`src/rtl/multicycle_core.sv`:
```
// Multi-cycle RV32I-subset core: FETCH/DECODE/EXECUTE/MEM/WB over shared registers,
// one valid/ready memory port for both instruction fetch and data access.
module multicycle_core #(
   parameter logic [31:0] RESET_PC = 32'h0000_0000,
   parameter int          ADDR_W   = 32
) (
   input  logic              clk,
   input  logic              rst,
   output logic              mem_req,
   output logic              mem_we,
   output logic [ADDR_W-1:0] mem_addr,
   output logic [31:0]       mem_wdata,
   input  logic [31:0]       mem_rdata,
   input  logic              mem_ready,
   output logic              retire,
   output logic [ADDR_W-1:0] retire_pc,
   output logic              halted
);

   typedef enum logic [2:0] {
      ST_FETCH   = 3'd0,
      ST_DECODE  = 3'd1,
      ST_EXECUTE = 3'd2,
      ST_MEM     = 3'd3,
      ST_WB      = 3'd4,
      ST_HALT    = 3'd5
   } state_t;

   localparam logic [6:0] OP_R    = 7'b0110011;
   localparam logic [6:0] OP_IMM  = 7'b0010011;
   localparam logic [6:0] OP_LOAD = 7'b0000011;
   localparam logic [6:0] OP_STORE= 7'b0100011;
   localparam logic [6:0] OP_BR   = 7'b1100011;

   state_t             state_reg, state_next;
   logic [ADDR_W-1:0]  pc_reg;
   logic [31:0]        ir_reg;
   logic [31:0]        a_reg;
   logic [31:0]        b_reg;
   logic [31:0]        alu_out_reg;
   logic [31:0]        mdr_reg;
   logic [31:0]        rf_reg [32];

   // Instruction fields, decoded from IR (stable from DECODE until the next FETCH)
   logic [6:0]  opcode;
   logic [4:0]  rd, rs1, rs2;
   logic [2:0]  funct3;
   logic [6:0]  funct7;
   logic [31:0] imm_i, imm_s, imm_b;

   assign opcode = ir_reg[6:0];
   assign rd     = ir_reg[11:7];
   assign funct3 = ir_reg[14:12];
   assign rs1    = ir_reg[19:15];
   assign rs2    = ir_reg[24:20];
   assign funct7 = ir_reg[31:25];
   assign imm_i  = {{20{ir_reg[31]}}, ir_reg[31:20]};
   assign imm_s  = {{20{ir_reg[31]}}, ir_reg[31:25], ir_reg[11:7]};
   assign imm_b  = {{19{ir_reg[31]}}, ir_reg[31], ir_reg[7], ir_reg[30:25], ir_reg[11:8], 1'b0};

   logic is_r, is_i, is_lw, is_sw, is_beq, r_ok, i_ok, legal;

   assign is_r   = (opcode == OP_R);
   assign is_i   = (opcode == OP_IMM);
   assign is_lw  = (opcode == OP_LOAD)  && (funct3 == 3'b010);
   assign is_sw  = (opcode == OP_STORE) && (funct3 == 3'b010);
   assign is_beq = (opcode == OP_BR)    && (funct3 == 3'b000);

   // sltu/sltiu (funct3=011) are outside the subset; only add/sub and srl/sra take funct7=0x20
   always_comb begin
      r_ok = 1'b0;
      i_ok = 1'b0;
      case (funct3)
         3'b000, 3'b101: r_ok = (funct7 == 7'h00) || (funct7 == 7'h20);
         3'b011:         r_ok = 1'b0;
         default:        r_ok = (funct7 == 7'h00);
      endcase
      case (funct3)
         3'b001:  i_ok = (funct7 == 7'h00);
         3'b101:  i_ok = (funct7 == 7'h00) || (funct7 == 7'h20);
         3'b011:  i_ok = 1'b0;
         default: i_ok = 1'b1;
      endcase
   end

   assign legal = (is_r && r_ok) || (is_i && i_ok) || is_lw || is_sw || is_beq;

   logic [31:0] op_b, alu_value, addr_sum, alu_result;

   assign op_b     = is_r ? b_reg : imm_i;
   assign addr_sum = a_reg + (is_sw ? imm_s : imm_i);

   always_comb begin
      alu_value = a_reg + op_b;
      case (funct3)
         3'b000:  alu_value = (is_r && funct7[5]) ? (a_reg - op_b) : (a_reg + op_b);
         3'b001:  alu_value = a_reg << op_b[4:0];
         3'b010:  alu_value = {31'b0, $signed(a_reg) < $signed(op_b)};
         3'b100:  alu_value = a_reg ^ op_b;
         3'b101:  alu_value = funct7[5] ? 32'($signed(a_reg) >>> op_b[4:0]) : (a_reg >> op_b[4:0]);
         3'b110:  alu_value = a_reg | op_b;
         3'b111:  alu_value = a_reg & op_b;
         default: alu_value = a_reg + op_b;
      endcase
   end

   assign alu_result = (is_lw || is_sw) ? addr_sum : alu_value;

   logic              beq_taken, br_misalign, mem_misalign;
   logic [ADDR_W-1:0] pc_plus4, pc_branch;

   assign beq_taken    = (a_reg == b_reg);
   assign pc_plus4     = pc_reg + ADDR_W'(4);
   assign pc_branch    = pc_reg + imm_b[ADDR_W-1:0];
   // A taken branch to a non-word address would make the next fetch misaligned
   assign br_misalign  = is_beq && beq_taken && imm_b[1];
   assign mem_misalign = (is_lw || is_sw) && (alu_result[1:0] != 2'b00);

   always_comb begin
      state_next = state_reg;
      case (state_reg)
         ST_FETCH:   if (mem_ready) state_next = ST_DECODE;
         ST_DECODE:  state_next = legal ? ST_EXECUTE : ST_HALT;
         ST_EXECUTE: begin
            if (br_misalign || mem_misalign) state_next = ST_HALT;
            else if (is_beq)                 state_next = ST_FETCH;
            else if (is_lw || is_sw)         state_next = ST_MEM;
            else                             state_next = ST_WB;
         end
         ST_MEM:     if (mem_ready) state_next = is_sw ? ST_FETCH : ST_WB;
         ST_WB:      state_next = ST_FETCH;
         ST_HALT:    state_next = ST_HALT;
         default:    state_next = ST_HALT;
      endcase
   end

   always_ff @(posedge clk) begin
      if (!rst) state_reg <= ST_FETCH;
      else      state_reg <= state_next;
   end

   always_ff @(posedge clk) begin
      if (!rst) begin
         pc_reg      <= RESET_PC[ADDR_W-1:0];
         ir_reg      <= '0;
         a_reg       <= '0;
         b_reg       <= '0;
         alu_out_reg <= '0;
         mdr_reg     <= '0;
      end else begin
         case (state_reg)
            ST_FETCH:  if (mem_ready) ir_reg <= mem_rdata;
            ST_DECODE: begin
               a_reg <= rf_reg[rs1];
               b_reg <= rf_reg[rs2];
            end
            ST_EXECUTE: begin
               alu_out_reg <= alu_result;
               if (is_beq && !br_misalign) pc_reg <= beq_taken ? pc_branch : pc_plus4;
            end
            ST_MEM: begin
               if (mem_ready) begin
                  if (is_sw) pc_reg  <= pc_plus4;
                  else       mdr_reg <= mem_rdata;
               end
            end
            ST_WB:     pc_reg <= pc_plus4;
            default:   ;
         endcase
      end
   end

   // x0 is never written, so it keeps its reset value of zero
   always_ff @(posedge clk) begin
      if (!rst) begin
         for (int i = 0; i < 32; i++) rf_reg[i] <= '0;
      end else if (state_reg == ST_WB && rd != 5'd0) begin
         rf_reg[rd] <= is_lw ? mdr_reg : alu_out_reg;
      end
   end

   // Outputs are forced idle while reset is low so an in-flight request drops at once
   always_comb begin
      mem_req   = 1'b0;
      mem_we    = 1'b0;
      mem_addr  = '0;
      mem_wdata = '0;
      retire    = 1'b0;
      halted    = 1'b0;
      if (rst) begin
         case (state_reg)
            ST_FETCH: begin
               mem_req  = 1'b1;
               mem_addr = pc_reg;
            end
            ST_EXECUTE: retire = is_beq && !br_misalign;
            ST_MEM: begin
               mem_req   = 1'b1;
               mem_we    = is_sw;
               mem_addr  = alu_out_reg[ADDR_W-1:0];
               mem_wdata = is_sw ? b_reg : 32'h0;
               retire    = is_sw && mem_ready;
            end
            ST_WB:   retire = 1'b1;
            ST_HALT: halted = 1'b1;
            default: ;
         endcase
      end
   end

   assign retire_pc = pc_reg;

endmodule

```
`config.mk`:
```
export PLATFORM = sky130hd
export DESIGN_NAME = multicycle_core
export DESIGN_NICKNAME = d
export VERILOG_FILES = /design/src/rtl/multicycle_core.sv
export SDC_FILE = /design/constraint.sdc
export NUM_CORES = 2
export LEC_CHECK = 0
export ABC_CLOCK_PERIOD_IN_PS = 12300
export CORE_UTILIZATION = 35
export CTS_CLUSTER_SIZE = 12
export DETAILED_ROUTE_END_ITERATION = 7
export GPL_TIMING_DRIVEN = 0
export RECOVER_POWER = 100
export SYNTH_ARGS = -nofsm -noshare
export SYNTH_HDL_FRONTEND = slang
export SYNTH_SLANG_ARGS = --single-unit
```
`constraint.sdc`:
```
create_clock -name clk -period 12.3 [get_ports clk]
set_clock_uncertainty 0.2 [all_clocks]
set_input_delay 2.46 -clock clk [delete_from_list [all_inputs] [get_ports clk]]
set_output_delay 2.46 -clock clk [all_outputs]
set_load 0.05 [all_outputs]
```
==> impl_metrics.toml <==
[grt]
gr-total-overflow = 0
antenna_found_initial = 23
grt.total_usage = 0.3274
grt_max_degree = 33
grt_pass1_vias = 59680
grt_pass1_wl_mm = 477.8

[timing]
hold_slack_ns = 0.2548
finalSetupViolCount = 0
relSlewSlack = -1.167
max_slew.worst_pin.slew_ns = 3.250
drv_slew = 716
rsz0062_at_grt = "false"
fmax_ghz = 0.09392
fin_tns_setup_ns = 0
period_needed_ns = 10.65
final.setup.worst_slack_ns = 1.652
hold_violations = 0
period_share = 0.8657

[critical_path]
cp_slowest_cell = "nor4b_1"
max_stage_delay_ns = 1.87
crit_chain = "nand4bb_1 -> clkbuf_1 -> nor4b_1 -> nand2_1 -> nor3_2 -> buf_6 -> clkbuf_1 -> and2_1 -> dlygate4sd3_1"
cp_num_buf_inv = 4
cpMostUsedCell = "clkbuf_1"
end_kind = "primary output"
path_max_fanout = 10
worst-setup-path-type = "reg2out"
cp.depth = 9
arrival_ns = 7.99
timing.rr.end = "alu_out_reg[23]"
worstSetupStartpointType = "flop"
reg2reg_setup_slack_ns = 2.51
timing.rr.start = "ir_reg[23]"
r2r_cells = 20
critPathTopFamily = "simple AND/OR/NAND/NOR gates"
cp.required_ns = 9.64

[power]
swShare = 0.3197
p_sw_mw = 3.581
p_int_mw = 7.621
p_leak_nw = 26.98
clkPwrFrac = 0.366
seq_power_share = 0.429
powerDensity_nw_per_um2 = 134.6
ir_worst_vdd_v = 0.0001146
comb_power_share = 0.205

[clocking]
clock_path_buffers = 3
cts-root-buf = "clkbuf_16"
path_clk_slew_ns = 0.06
cts_resized = 0
numCtsBuffers = 137
clkLatencyLatePin_ns = 0.83
htreeDepth = 4
post-cts-setup-buffers = 0
cts_tree = "yes"
cts.sinks = 1218
hold_buffers = 0

[floorplan]
coreArea_um2 = 208100
die_height_um = 460.5
die_area_um2 = 212100
die_w_um = 460.5
ioPinCount = 135
rows = 167
start_util = 0.3536

[route]
vias_per_cell = 6.489
ant_nets = 0
drt_iter0_drc = 10740
wl_per_cell_um = 36.79
routed_wirelength_mm = 353.6
drcViolationCount = 1
first_pass_iters = 8
dr_total_vias = 62360

[synth]
async_reset_ff_frac = 0
synth_top_area_cell = "edfxtp_1"
syn_area_um2 = 73590
synthSimpleGateAreaFrac = 0.1219
ys_ff_latch = 1218
ys_seq_area_frac = 0.4706
synth-edff-count = 1024
synth_top_family_by_area = "multiplexers"
synth.top_cell.area_share = 0.4178
synth_cells = 6355
avgSynthCellArea_um2 = 11.58
yosys.area_share.xor_xnor = 0.01631
yosysWarningCount = 0
synth.area.mux_share = 0.2240
yosys-top-cells-area = "edfxtp_1 (42%), mux4_2 (20%), nor2_1 (6.7%)"
synthAdderAreaFrac = 0.02683
ys_types = 97
synth_compound_area_frac = 0.1017
ys.flop_type = "edfxtp_1"

[place]
place.gp.congestion = 1.027
post-dp-hpwl_mm = 267.2
io_buffers = 132
dpl_worst_slack_ns = 3.373

[finish]
drive_above_1_share = 0.1400
final_cell_mix = "nor2_1 (1308), edfxtp_1 (1024), mux4_2 (650), clkbuf_1 (571), nand2_1 (458)"
nNetsFinal = 6893
mostFrequentLayoutCell = "nor2_1"
largest_reg_flops = 1024
fin_util = 0.3998
synthToLayoutAreaGrowth_pct = 13.07

[flow_run]
max_cap_violations = 44

[hold_path]
holdPathEnd = "mdr_reg[11]"
hp-class = "reg2reg"
hold_path_depth = 2
min_from = "mdr_reg[11]"

[status]
violations = "design-rule violations, max-capacitance violations, max-slew violations"
status = "finished with violations"
==> worst max-delay path by stage <==
stage | start | endpoint | slack (ns)
after floorplan | rst | mem_addr[22] | 4.95
after global placement | rst | mem_wdata[15] | 2.11
after detailed placement | rst | mem_wdata[15] | 3.37
after CTS | ir_reg[14] | mem_wdata[15] | 3.19
after global routing | ir_reg[3] | mem_wdata[15] | 1.77
final | ir_reg[3] | mem_wdata[15] | 1.65
==> area by class of cell <==
class / count / area (µm²)
multi-input cells: 4441 / 36250
plain buffers: 613 / 2410
clock inverters: 64 / 690.7
diodes: 16 / 40.04
repair buffers: 176 / 1599
well taps: 2788 / 3488
fillers: 20110 / 124900
inverters: 115 / 431.7
flip-flops and latches: 1218 / 34630
clock buffers: 179 / 3669
==> cell usage after synthesis, types with 57 or more instances <==
library cell	n
nor2_1	1308
edfxtp_1	1024
mux4_2	650
clkbuf_1	485
nand2_1	458
a21oi_1	342
o21ai_0	205
dfxtp_1	194
mux2i_1	171
ha_1	153
a211oi_1	127
inv_1	113
buf_1	87
xnor2_1	80
a21o_1	69
xor2_1	57
==> kinds of logic after synthesis <==
group	Yosys count
flip-flops	1218
XOR/XNOR	137
multiplexers	833
buffers and inverters	728
AO/OA/AOI/OAI	1144
other	1
adder cells (fa/ha/maj)	156
AND/OR/NAND/NOR	2138
==> layer usage <==
metal | up-vias | global-route usage | wire [µm]
met5 | - | 0.001837 | 300
met3 | 1300 | 0.1193 | 49060
met1 | 31290 | 0.3895 | 121600
met4 | 24 | 0.2341 | 30290
li1 | 24660 | - | -
met2 | 5086 | 0.4883 | 152300
==> worst reg2reg max path, delay by kind of cell (launching register included) <==
kind | cells | cell delay (ns)
adders and majority gates | 1 | 0.36
and+or+nand+nor | 2 | 0.89
xor gates and xnor gates | 1 | 0.22
buffers and inverters | 7 | 4.32
DFF | 1 | 0.31
AOI/OAI and AO/OA | 9 | 3.31
==> power by group through the flow <==
stage	combinational [mW]	sequential (mW)	clock [mW]
floorplan	1.33	4.77	0
global placement	2.17	4.87	0
detailed placement	2.21	4.87	0
CTS	2.22	4.78	4.07
global route	2.33	4.81	4.22
finish	2.30	4.80	4.10
==> per-stage QoR <==
stage	total power, mW	cells	area (µm²)
finish	11.20	9610	83210
global route	11.36	9601	83190
CTS	11.07	9590	83790
detailed placement	7.080	9347	79430
global placement	7.045	9307	78520
floorplan	6.100	6387	73710
No activity file was read; power rests on OpenSTA's default activity.
